[src/rtl/ifu_pkg.sv]
// Shared defaults, FSM state encoding and queue entry layout for the instruction fetch unit.
package ifu_pkg;

  localparam logic [31:0] ResetPcDefault = 32'h0000_0000;
  localparam int unsigned QdepthDefault  = 2;

  typedef enum logic [0:0] {
    FETCH,
    FLUSH
  } ifu_state_e;

  typedef struct packed {
    logic [31:0] pc;
    logic [31:0] data;
  } ifu_entry_t;

endpackage

[src/rtl/ifetch_unit_inst_fifo.sv]
// Instruction queue: DEPTH x WIDTH register FIFO with a synchronous flush that empties it.
module inst_fifo #(
  parameter int unsigned DEPTH = 2,
  parameter int unsigned WIDTH = 64,
  localparam int unsigned CntW = $clog2(DEPTH + 1)
) (
  input  logic             clk,
  input  logic             rst_n,
  input  logic             flush,
  input  logic             push,
  input  logic [WIDTH-1:0] wdata,
  input  logic             pop,
  output logic [WIDTH-1:0] rdata,
  output logic             not_empty,
  output logic [CntW-1:0]  count
);

  localparam int unsigned PtrW = (DEPTH > 1) ? $clog2(DEPTH) : 1;
  localparam logic [PtrW-1:0] LastPtr = PtrW'(DEPTH - 1);

  logic [WIDTH-1:0] mem_q [DEPTH];
  logic [PtrW-1:0]  wr_ptr_q;
  logic [PtrW-1:0]  rd_ptr_q;
  logic [CntW-1:0]  count_q;
  logic             do_pop;

  function automatic logic [PtrW-1:0] ptr_inc(input logic [PtrW-1:0] p);
    return (p == LastPtr) ? '0 : p + 1'b1;
  endfunction

  assign do_pop = pop && (count_q != '0);

  always_ff @(posedge clk) begin
    if (!rst_n) begin
      // Storage is cleared too so the head reads as zero out of reset.
      for (int unsigned i = 0; i < DEPTH; i++) begin
        mem_q[i] <= '0;
      end
      wr_ptr_q <= '0;
      rd_ptr_q <= '0;
      count_q  <= '0;
    end else if (flush) begin
      wr_ptr_q <= '0;
      rd_ptr_q <= '0;
      count_q  <= '0;
    end else begin
      if (push) begin
        mem_q[wr_ptr_q] <= wdata;
        wr_ptr_q        <= ptr_inc(wr_ptr_q);
      end
      if (do_pop) begin
        rd_ptr_q <= ptr_inc(rd_ptr_q);
      end
      count_q <= count_q + CntW'(push) - CntW'(do_pop);
    end
  end

  assign rdata     = mem_q[rd_ptr_q];
  assign not_empty = (count_q != '0);
  assign count     = count_q;

endmodule

[src/rtl/ifetch_unit.sv]
// Instruction fetch: issues sequential word fetches, queues in-order responses for decode and
// drops responses still in flight when a redirect arrives.
module ifetch_unit
  import ifu_pkg::*;
#(
  parameter logic [31:0] RESET_PC = ResetPcDefault,
  parameter int unsigned QDEPTH   = QdepthDefault
) (
  input  logic        clk,
  input  logic        rst_n,
  input  logic        redirect_valid,
  input  logic [31:0] redirect_pc,
  output logic        imem_req_valid,
  output logic [31:0] imem_req_addr,
  input  logic        imem_req_ready,
  input  logic        imem_rsp_valid,
  input  logic [31:0] imem_rsp_data,
  output logic        inst_valid,
  output logic [31:0] inst_data,
  output logic [31:0] inst_pc,
  input  logic        inst_ready
);

  localparam int unsigned CntW = $clog2(QDEPTH + 1);
  localparam logic [CntW:0] Depth = QDEPTH[CntW:0];

  ifu_state_e    state_q, state_d;
  logic [31:0]   pc_q, pc_d;
  logic [31:0]   rsp_pc_q, rsp_pc_d;
  logic [CntW-1:0] out_q, out_d;
  logic [CntW-1:0] drop_q, drop_d;
  logic [CntW-1:0] fifo_count;
  logic          req_fire, rsp_fire, push, pop;
  ifu_entry_t    push_entry, head_entry;

  // Gated by rst_n so nothing is offered to memory while reset is held.
  assign imem_req_valid = rst_n && (state_q == FETCH) &&
                          (({1'b0, out_q} + {1'b0, fifo_count}) < Depth);
  assign imem_req_addr  = pc_q;

  assign req_fire = imem_req_valid && imem_req_ready;
  assign rsp_fire = imem_rsp_valid && (out_q != '0);
  assign push     = rsp_fire && (state_q == FETCH) && !redirect_valid;
  assign pop      = inst_valid && inst_ready;

  // Kept responses are always the oldest run of sequential requests, so one counter tags them.
  assign push_entry = '{pc: rsp_pc_q, data: imem_rsp_data};

  always_comb begin
    state_d  = state_q;
    pc_d     = pc_q;
    rsp_pc_d = rsp_pc_q;
    out_d    = out_q + CntW'(req_fire) - CntW'(rsp_fire);
    drop_d   = drop_q;
    if (req_fire) pc_d = pc_q + 32'd1;
    if (push) rsp_pc_d = rsp_pc_q + 32'd1;
    if (redirect_valid) begin
      pc_d     = redirect_pc;
      rsp_pc_d = redirect_pc;
      drop_d   = out_d;
      state_d  = (out_d != '0) ? FLUSH : FETCH;
    end else if (state_q == FLUSH) begin
      drop_d = drop_q - CntW'(rsp_fire);
      if (drop_d == '0) state_d = FETCH;
    end
  end

  always_ff @(posedge clk) begin
    if (!rst_n) begin
      state_q  <= FETCH;
      pc_q     <= RESET_PC;
      rsp_pc_q <= RESET_PC;
      out_q    <= '0;
      drop_q   <= '0;
    end else begin
      state_q  <= state_d;
      pc_q     <= pc_d;
      rsp_pc_q <= rsp_pc_d;
      out_q    <= out_d;
      drop_q   <= drop_d;
    end
  end

  inst_fifo #(
    .DEPTH(QDEPTH),
    .WIDTH(64)
  ) u_inst_fifo (
    .clk      (clk),
    .rst_n    (rst_n),
    .flush    (redirect_valid),
    .push     (push),
    .wdata    (push_entry),
    .pop      (pop),
    .rdata    (head_entry),
    .not_empty(inst_valid),
    .count    (fifo_count)
  );

  assign inst_data = head_entry.data;
  assign inst_pc   = head_entry.pc;

endmodule
[config.mk]
export PLATFORM = sky130hd
export DESIGN_NAME = ifetch_unit
export DESIGN_NICKNAME = d
export VERILOG_FILES = /design/src/rtl/ifu_pkg.sv /design/src/rtl/ifetch_unit_inst_fifo.sv /design/src/rtl/ifetch_unit.sv
export SDC_FILE = /design/constraint.sdc
export NUM_CORES = 1
export LEC_CHECK = 0
export CORE_MARGIN = 4
export CORE_UTILIZATION = 57
export CTS_CLUSTER_SIZE = 14
export DETAILED_ROUTE_END_ITERATION = 12
export PLACE_DENSITY = 0.83
export SLEW_MARGIN = 20
export SYNTH_ARGS = -nofsm -noshare
export SYNTH_HDL_FRONTEND = slang
export SYNTH_SLANG_ARGS = --single-unit
[constraint.sdc]
create_clock -name clk -period 6.18 [get_ports clk]
set_clock_uncertainty 0.1 [all_clocks]
set_input_delay 0.927 -clock clk [delete_from_list [all_inputs] [get_ports clk]]
set_output_delay 0.927 -clock clk [all_outputs]
set_load 0.01 [all_outputs]
### Yosys cells after proc, flatten, opt, wreduce, memory -nomap -nowiden

Memories as Yosys holds them, arrays and structs flattened. A register that Yosys moved wholly into a read port is not among the register bits.
Cells that the tools add are included.

| cells by class | value |
|---|---|
| add/subtract/negate cells | 10 |
| multiply operators | 0 |
| divide/modulo/power cells | 0 |
| $lt $le $gt $ge | 1 |
| equal/unequal tests | 0 |
| shifts and indexed selects | 0 |
| muxes and demuxes | 22 |
| bitwise operators | 2 |
| reduce and logical (&&, ||, !) cells | 18 |

Operators by type and width:

| operator | number |
|---|---|
| two-way mux 32 bit | 4 |
| adder 32 x 1 -> 32 bit, second input constant | 2 |
| two-way mux 64 bit | 1 |
| OR reduction 64 bit | 1 |
| two-way mux 1 bit | 15 |
| nonzero test 2 bit | 6 |
| logical AND 1 bit | 8 |
| subtractor 2 x 1 -> 2 bit | 3 |
| adder 2 x 1 -> 2 bit | 2 |
| two-way mux 2 bit | 2 |
| adder 2 x 2 -> 3 bit | 1 |
| less-than comparator 3 x 2 -> 1 bit, second input constant | 1 |
| adder 1 bit, second input constant | 2 |
| logical NOT 2 bit | 1 |
| NOT 1 bit | 2 |
| OR reduction 2 bit | 1 |
| logical NOT 1 bit | 1 |

| storage, ports and cells | value |
|---|---|
| flip-flop bits (word level) | 73 |
| bits in latches | 0 |
| memory bits (writable) | 128 |
| bits in read-only memories | 0 |
| input port bits | 70 |
| output and inout bits | 98 |
| word-level logic and storage cells | 62 |
| memories kept | 1 |

Memories:

| name | words | bits a word | rd ports | clocked after memory_dff | write ports | RTL line | text |
|---|---|---|---|---|---|---|---|
| u_inst_fifo.mem_q | 2 | 64 | 1 | 1 | 2 | ifetch_unit_inst_fifo.sv:21 | `logic [WIDTH-1:0] mem_q [DEPTH];` |

### Depth between registers and ports, before layout

| logic depth | value |
|---|---|
| word-level depth | 10 |
| mapped depth | 13 |
| gate-level depth less buffers | 12 |

### By module

A second synthesis with hierarchy kept.

| second synthesis, totals | value |
|---|---|
| cell total of the unflattened synthesis | 823 |
| area, all modules | 9615.5 um2 |

Modules (own cells, without submodules):

| module | times used | cells an instance | area each (um2) | sequential area each (um2) |
|---|---|---|---|---|
| inst_fifo | 1 | 382 | 5939.4 | 3943.8 |
| ifetch_unit | 1 | 441 | 3676.0 | 1381.3 |

### Least setup slack after synthesis

Ideal clock, no wire load.

| timing path | value |
|---|---|
| kind | input-to-reg |
| start point | in imem_rsp_valid |
| end point | mem u_inst_fifo.mem_q[0][0], enable pin |
| setup time | 0.433 ns |
| arrival | 3.384 ns |
| data required time | 5.647 ns |
| slack | 2.263 ns |
| stages | 4 |
| buffers on the path | 0 |
| cells stage by stage | nor2b_1 -> nand2_1 -> nor3_1 -> nand2b_1 |

RTL lines:

| what | RTL line | text |
|---|---|---|
| start: declaration | ifetch_unit.sv:16 | `input logic imem_rsp_valid,` |
| end: declaration | ifetch_unit_inst_fifo.sv:21 |  |

==> impl_metrics.xml <==
<?xml version="1.0" encoding="UTF-8"?>
<metrics>
  <group name="logic_synthesis">
    <metric name="synth_area_leader_cell" unit="">edfxtp_1</metric>
    <metric name="syn-num-nets" unit="">904</metric>
    <metric name="synth_area_leaders" unit="">edfxtp_1, dfxtp_1, and2_1</metric>
    <metric name="postSynthAreaPerCell" unit="um2">11.45</metric>
    <metric name="netlist.area_leader.share" unit="">0.4065</metric>
    <metric name="synth.yosys.seq_area_share" unit="">0.5632</metric>
    <metric name="synth-edff-count" unit="">128</metric>
    <metric name="ys_warn_count" unit="">0</metric>
    <metric name="syn_area" unit="um2">9455</metric>
    <metric name="synthTopCellsByCount" unit="">and2_1, edfxtp_1, dfxtp_1, mux2_2, a21oi_1</metric>
    <metric name="syn_inst" unit="">826</metric>
    <metric name="synthFlopType" unit="">edfxtp_1</metric>
    <metric name="synth.lib_cells_used.distinct" unit="">52</metric>
    <metric name="synth_seq_cells" unit="">202</metric>
    <metric name="leading_cell_type_by_number_of_instances_after_synthesis" unit="">and2_1</metric>
    <metric name="async_flop_share" unit="">0</metric>
  </group>
  <group name="global_route">
    <metric name="grt_overflow_total" unit="">0</metric>
    <metric name="first_global_vias" unit="">6549</metric>
    <metric name="grt_max_degree" unit="">88</metric>
    <metric name="grt_first_pass_wirelength" unit="um">34130</metric>
    <metric name="global_route.usage.total" unit="">0.2297</metric>
    <metric name="initial_antenna_violation_count" unit="">0</metric>
  </group>
  <group name="sta">
    <metric name="post-route-period-util" unit="">0.6537</metric>
    <metric name="tightest_slew" unit="ns">1.025</metric>
    <metric name="hold_ws" unit="ns">0.4204</metric>
    <metric name="rsz_0062_raised_after_global_routing" unit="">no</metric>
    <metric name="final_max_slew_viol_count" unit="">0</metric>
    <metric name="hold_viol" unit="">0</metric>
    <metric name="worst_slew_margin_rel" unit="">0.3116</metric>
    <metric name="final_setup_slack_of_the_worst_path" unit="ns">2.140</metric>
    <metric name="tns" unit="ns">0</metric>
    <metric name="timing.final.crit_period" unit="ns">4.040</metric>
    <metric name="max_freq" unit="MHz">247.6</metric>
    <metric name="setup_viol_count_final" unit="">0</metric>
  </group>
  <group name="routing">
    <metric name="via_count" unit="">6875</metric>
    <metric name="drt_iter0_markers" unit="">468</metric>
    <metric name="wl_per_cell" unit="um">17.99</metric>
    <metric name="postRouteWirelength" unit="um">21730</metric>
    <metric name="drcViolationCount" unit="">0</metric>
    <metric name="drt_pass1_iterations" unit="">5</metric>
    <metric name="detail_route_antenna_nets" unit="">0</metric>
    <metric name="drt-vias-per-instance" unit="">5.691</metric>
  </group>
  <group name="cts">
    <metric name="clk_latency" unit="ns">0.49</metric>
    <metric name="h-tree-depth" unit="">1</metric>
    <metric name="clkSinkCount" unit="">202</metric>
    <metric name="clock_root_buffer" unit="">clkbuf_16</metric>
    <metric name="postCtsSetupBuffers" unit="">0</metric>
    <metric name="cts_buffer_depth" unit="">3</metric>
    <metric name="tritoncts_clock_tree" unit="">done</metric>
    <metric name="clock_pin_transition_on_the_worst_setup_and_hold_timing_paths" unit="ns">0.06</metric>
    <metric name="numCtsBuffers" unit="">21</metric>
    <metric name="ctsResizeCount" unit="">0</metric>
    <metric name="number_of_buffers_inserted_by_hold_repair_at_cts" unit="">0</metric>
  </group>
  <group name="pwr">
    <metric name="power.static_leakage" unit="uW">0.004322</metric>
    <metric name="cellPowerDensity" unit="nW/um2">272.7</metric>
    <metric name="peak_supply_drop" unit="uV">172.9</metric>
  </group>
  <group name="critical_path">
    <metric name="regToRegEndpoint" unit="">drop_q[1]$_SDFFE_PN0P_</metric>
    <metric name="critPathMaxFanout" unit="">62</metric>
    <metric name="worstSetupEndpointType" unit="">flop</metric>
    <metric name="setup.worst_path.start_class" unit="">input pin</metric>
    <metric name="crit_buf_inv" unit="">4</metric>
    <metric name="cp.arrival" unit="ns">4.05</metric>
    <metric name="cell_occurring_most_often_along_the_worst_timing_path" unit="">buf_4</metric>
    <metric name="crit_family" unit="">buffers and inverters</metric>
    <metric name="regToRegSetupSlack" unit="ns">2.81</metric>
    <metric name="setup.worst_path.class" unit="">input pin to flop</metric>
    <metric name="crit_slowest_cell" unit="">nand2b_2</metric>
    <metric name="maximum_cell_stage_delay_along_the_critical_path" unit="ns">0.64</metric>
    <metric name="crit_chain" unit="">clkdlybuf4s50_1 &gt; buf_4 &gt; nand2_1 &gt; nor3_2 &gt; buf_4 &gt; nand2b_2 &gt; buf_4</metric>
    <metric name="r2r-start" unit="">out_q[0]$_SDFF_PN0_</metric>
    <metric name="timing.critical_path.from" unit="">rst_n</metric>
    <metric name="worst_r2r_path_depth" unit="">12</metric>
    <metric name="critical_path_required" unit="ns">6.19</metric>
  </group>
  <group name="layout">
    <metric name="fill_cells" unit="">1092</metric>
    <metric name="antenna_cells" unit="">0</metric>
    <metric name="finalNetCount" unit="">1056</metric>
    <metric name="area_growth_synth_to_finish" unit="%">26.04</metric>
    <metric name="drive_gt1_frac" unit="">0.1240</metric>
  </group>
  <group name="placed_design">
    <metric name="port_buffers" unit="">167</metric>
    <metric name="place_congestion" unit="">0.8688</metric>
    <metric name="pre_cts_ws" unit="ns">1.679</metric>
    <metric name="detailedPlacementHpwl" unit="um">14470</metric>
  </group>
  <group name="floorplanning">
    <metric name="die-height" unit="um">136.8</metric>
    <metric name="fp.coreArea" unit="um2">16060</metric>
    <metric name="floorplan.rows" unit="">46</metric>
    <metric name="boundaryPins" unit="">168</metric>
    <metric name="die_width" unit="um">136.8</metric>
    <metric name="die_area" unit="um2">18710</metric>
    <metric name="initial_utilization" unit="">0.5888</metric>
  </group>
  <group name="hold_path">
    <metric name="min_delay_path_depth" unit="">2</metric>
    <metric name="min-delay-start" unit="">u_inst_fifo.rd_ptr_q$_SDFFE_PP0P_</metric>
    <metric name="timing.hold.worst_endpoint" unit="">u_inst_fifo.rd_ptr_q$_SDFFE_PP0P_</metric>
    <metric name="hold_path.class" unit="">flop to flop</metric>
  </group>
  <group name="outcome">
    <metric name="status" unit="">complete, no violations</metric>
  </group>
  <group name="job">
    <metric name="max-cap-violations" unit="">0</metric>
  </group>
</metrics>
[final cells by class]
class                   instances  area, um2  share of cell area
multi-input cells             564       3890              0.3264
inverters                      15      56.30            0.004724
flip-flops and latches        202       5326              0.4469
well taps                     216      270.3             0.02268
clock inverters                 9      76.32            0.006404
repair buffers                174       1724              0.1447
clock buffers                  28      574.3             0.04819
[metrics by stage]
step                area (um2)  power (uW)    util  cells
detailed placement       11260        2080  0.7013   1171
floorplan                 9455        1860       -    826
global route             11920        3373  0.7422   1208
finish                   11920        3250  0.7422   1208
CTS                      11910        3265  0.7419   1208
global placement         11260        2073  0.7013   1171
[worst max-delay path by stage]
stage	end	slack, ns	cells after the start
finish	u_inst_fifo.mem_q[0][40]$_SDFFCE_PN0P_	2.14	7
global route	u_inst_fifo.mem_q[0][47]$_SDFFCE_PN0P_	1.87	7
CTS	u_inst_fifo.mem_q[0][47]$_SDFFCE_PN0P_	2.19	7
detailed placement	u_inst_fifo.mem_q[0][24]$_SDFFCE_PN0P_	1.68	7
global placement	u_inst_fifo.mem_q[0][24]$_SDFFCE_PN0P_	1.77	7
floorplan	u_inst_fifo.mem_q[0][0]$_SDFFCE_PN0P_	2.26	4
[sequential cells by signal (all words and copies together) (netlist names), named ones only]
register / flops
u_inst_fifo.rd_ptr_q: 1
u_inst_fifo.wr_ptr_q: 1
u_inst_fifo.count: 2
out_q: 2
u_inst_fifo.mem_q: 128
rsp_pc_q: 32
drop_q: 2
imem_req_addr: 32
state_q: 1
[layer usage]
layer	wire length (um)	track usage	vias to the layer above	part of all wire
met4	536	0.06874	0	0.025
li1	-	-	3271	-
met2	9668	0.3521	332	0.44
met1	9526	0.3322	3231	0.44
met5	0	0	-	0
met3	2001	0.04779	41	0.092
[worst reg2reg max path: stages (launching register included)]
cell and delay (ns):
dfxtp_1 0.33, and2_1 0.17, fa_1 0.49, nor4b_4 0.51
and2_1 0.41, inv_2 0.13, ha_1 0.29, inv_1 0.04
ha_1 0.17, xor2_1 0.15, xnor2_1 0.23, nand2_1 0.08
o211a_1 0.16
[power breakdown]
part / switching, uW / leakage, uW / internal, uW
clock network: 497 / 0.000329 / 696
logic: 223 / 0.00206 / 233
registers: 75.2 / 0.00194 / 1530
total: 795 / 0.00432 / 2450
[layout by cell type, fill, tap and decap left out, types with 31 or more instances in the layout]
cell type        instances
dfxtp_1                 73
o21ai_0                 36
clkdlybuf4s50_1        167
nand4_1                 33
nand2_1                 35
xor2_1                  31
edfxtp_1               128
a21oi_1                 49
nor2_1                  31
and2_1                 132
mux2_2                  65
[cells by family (layout without fill, tap and decap cells)]
kind of cell               after synthesis  after routing  synth area share
and+or+nand+nor                        321            321            0.1998
DFF                                    202            202            0.5632
AOI/OAI and AO/OA                      107            107           0.06259
muxes                                   67             67           0.07953
xor gates and xnor gates                61             61           0.05650
buffers and inverters                   60            226           0.02699
adders and majority gates                8              8           0.01138
No activity file was read; power rests on OpenSTA's default activity.
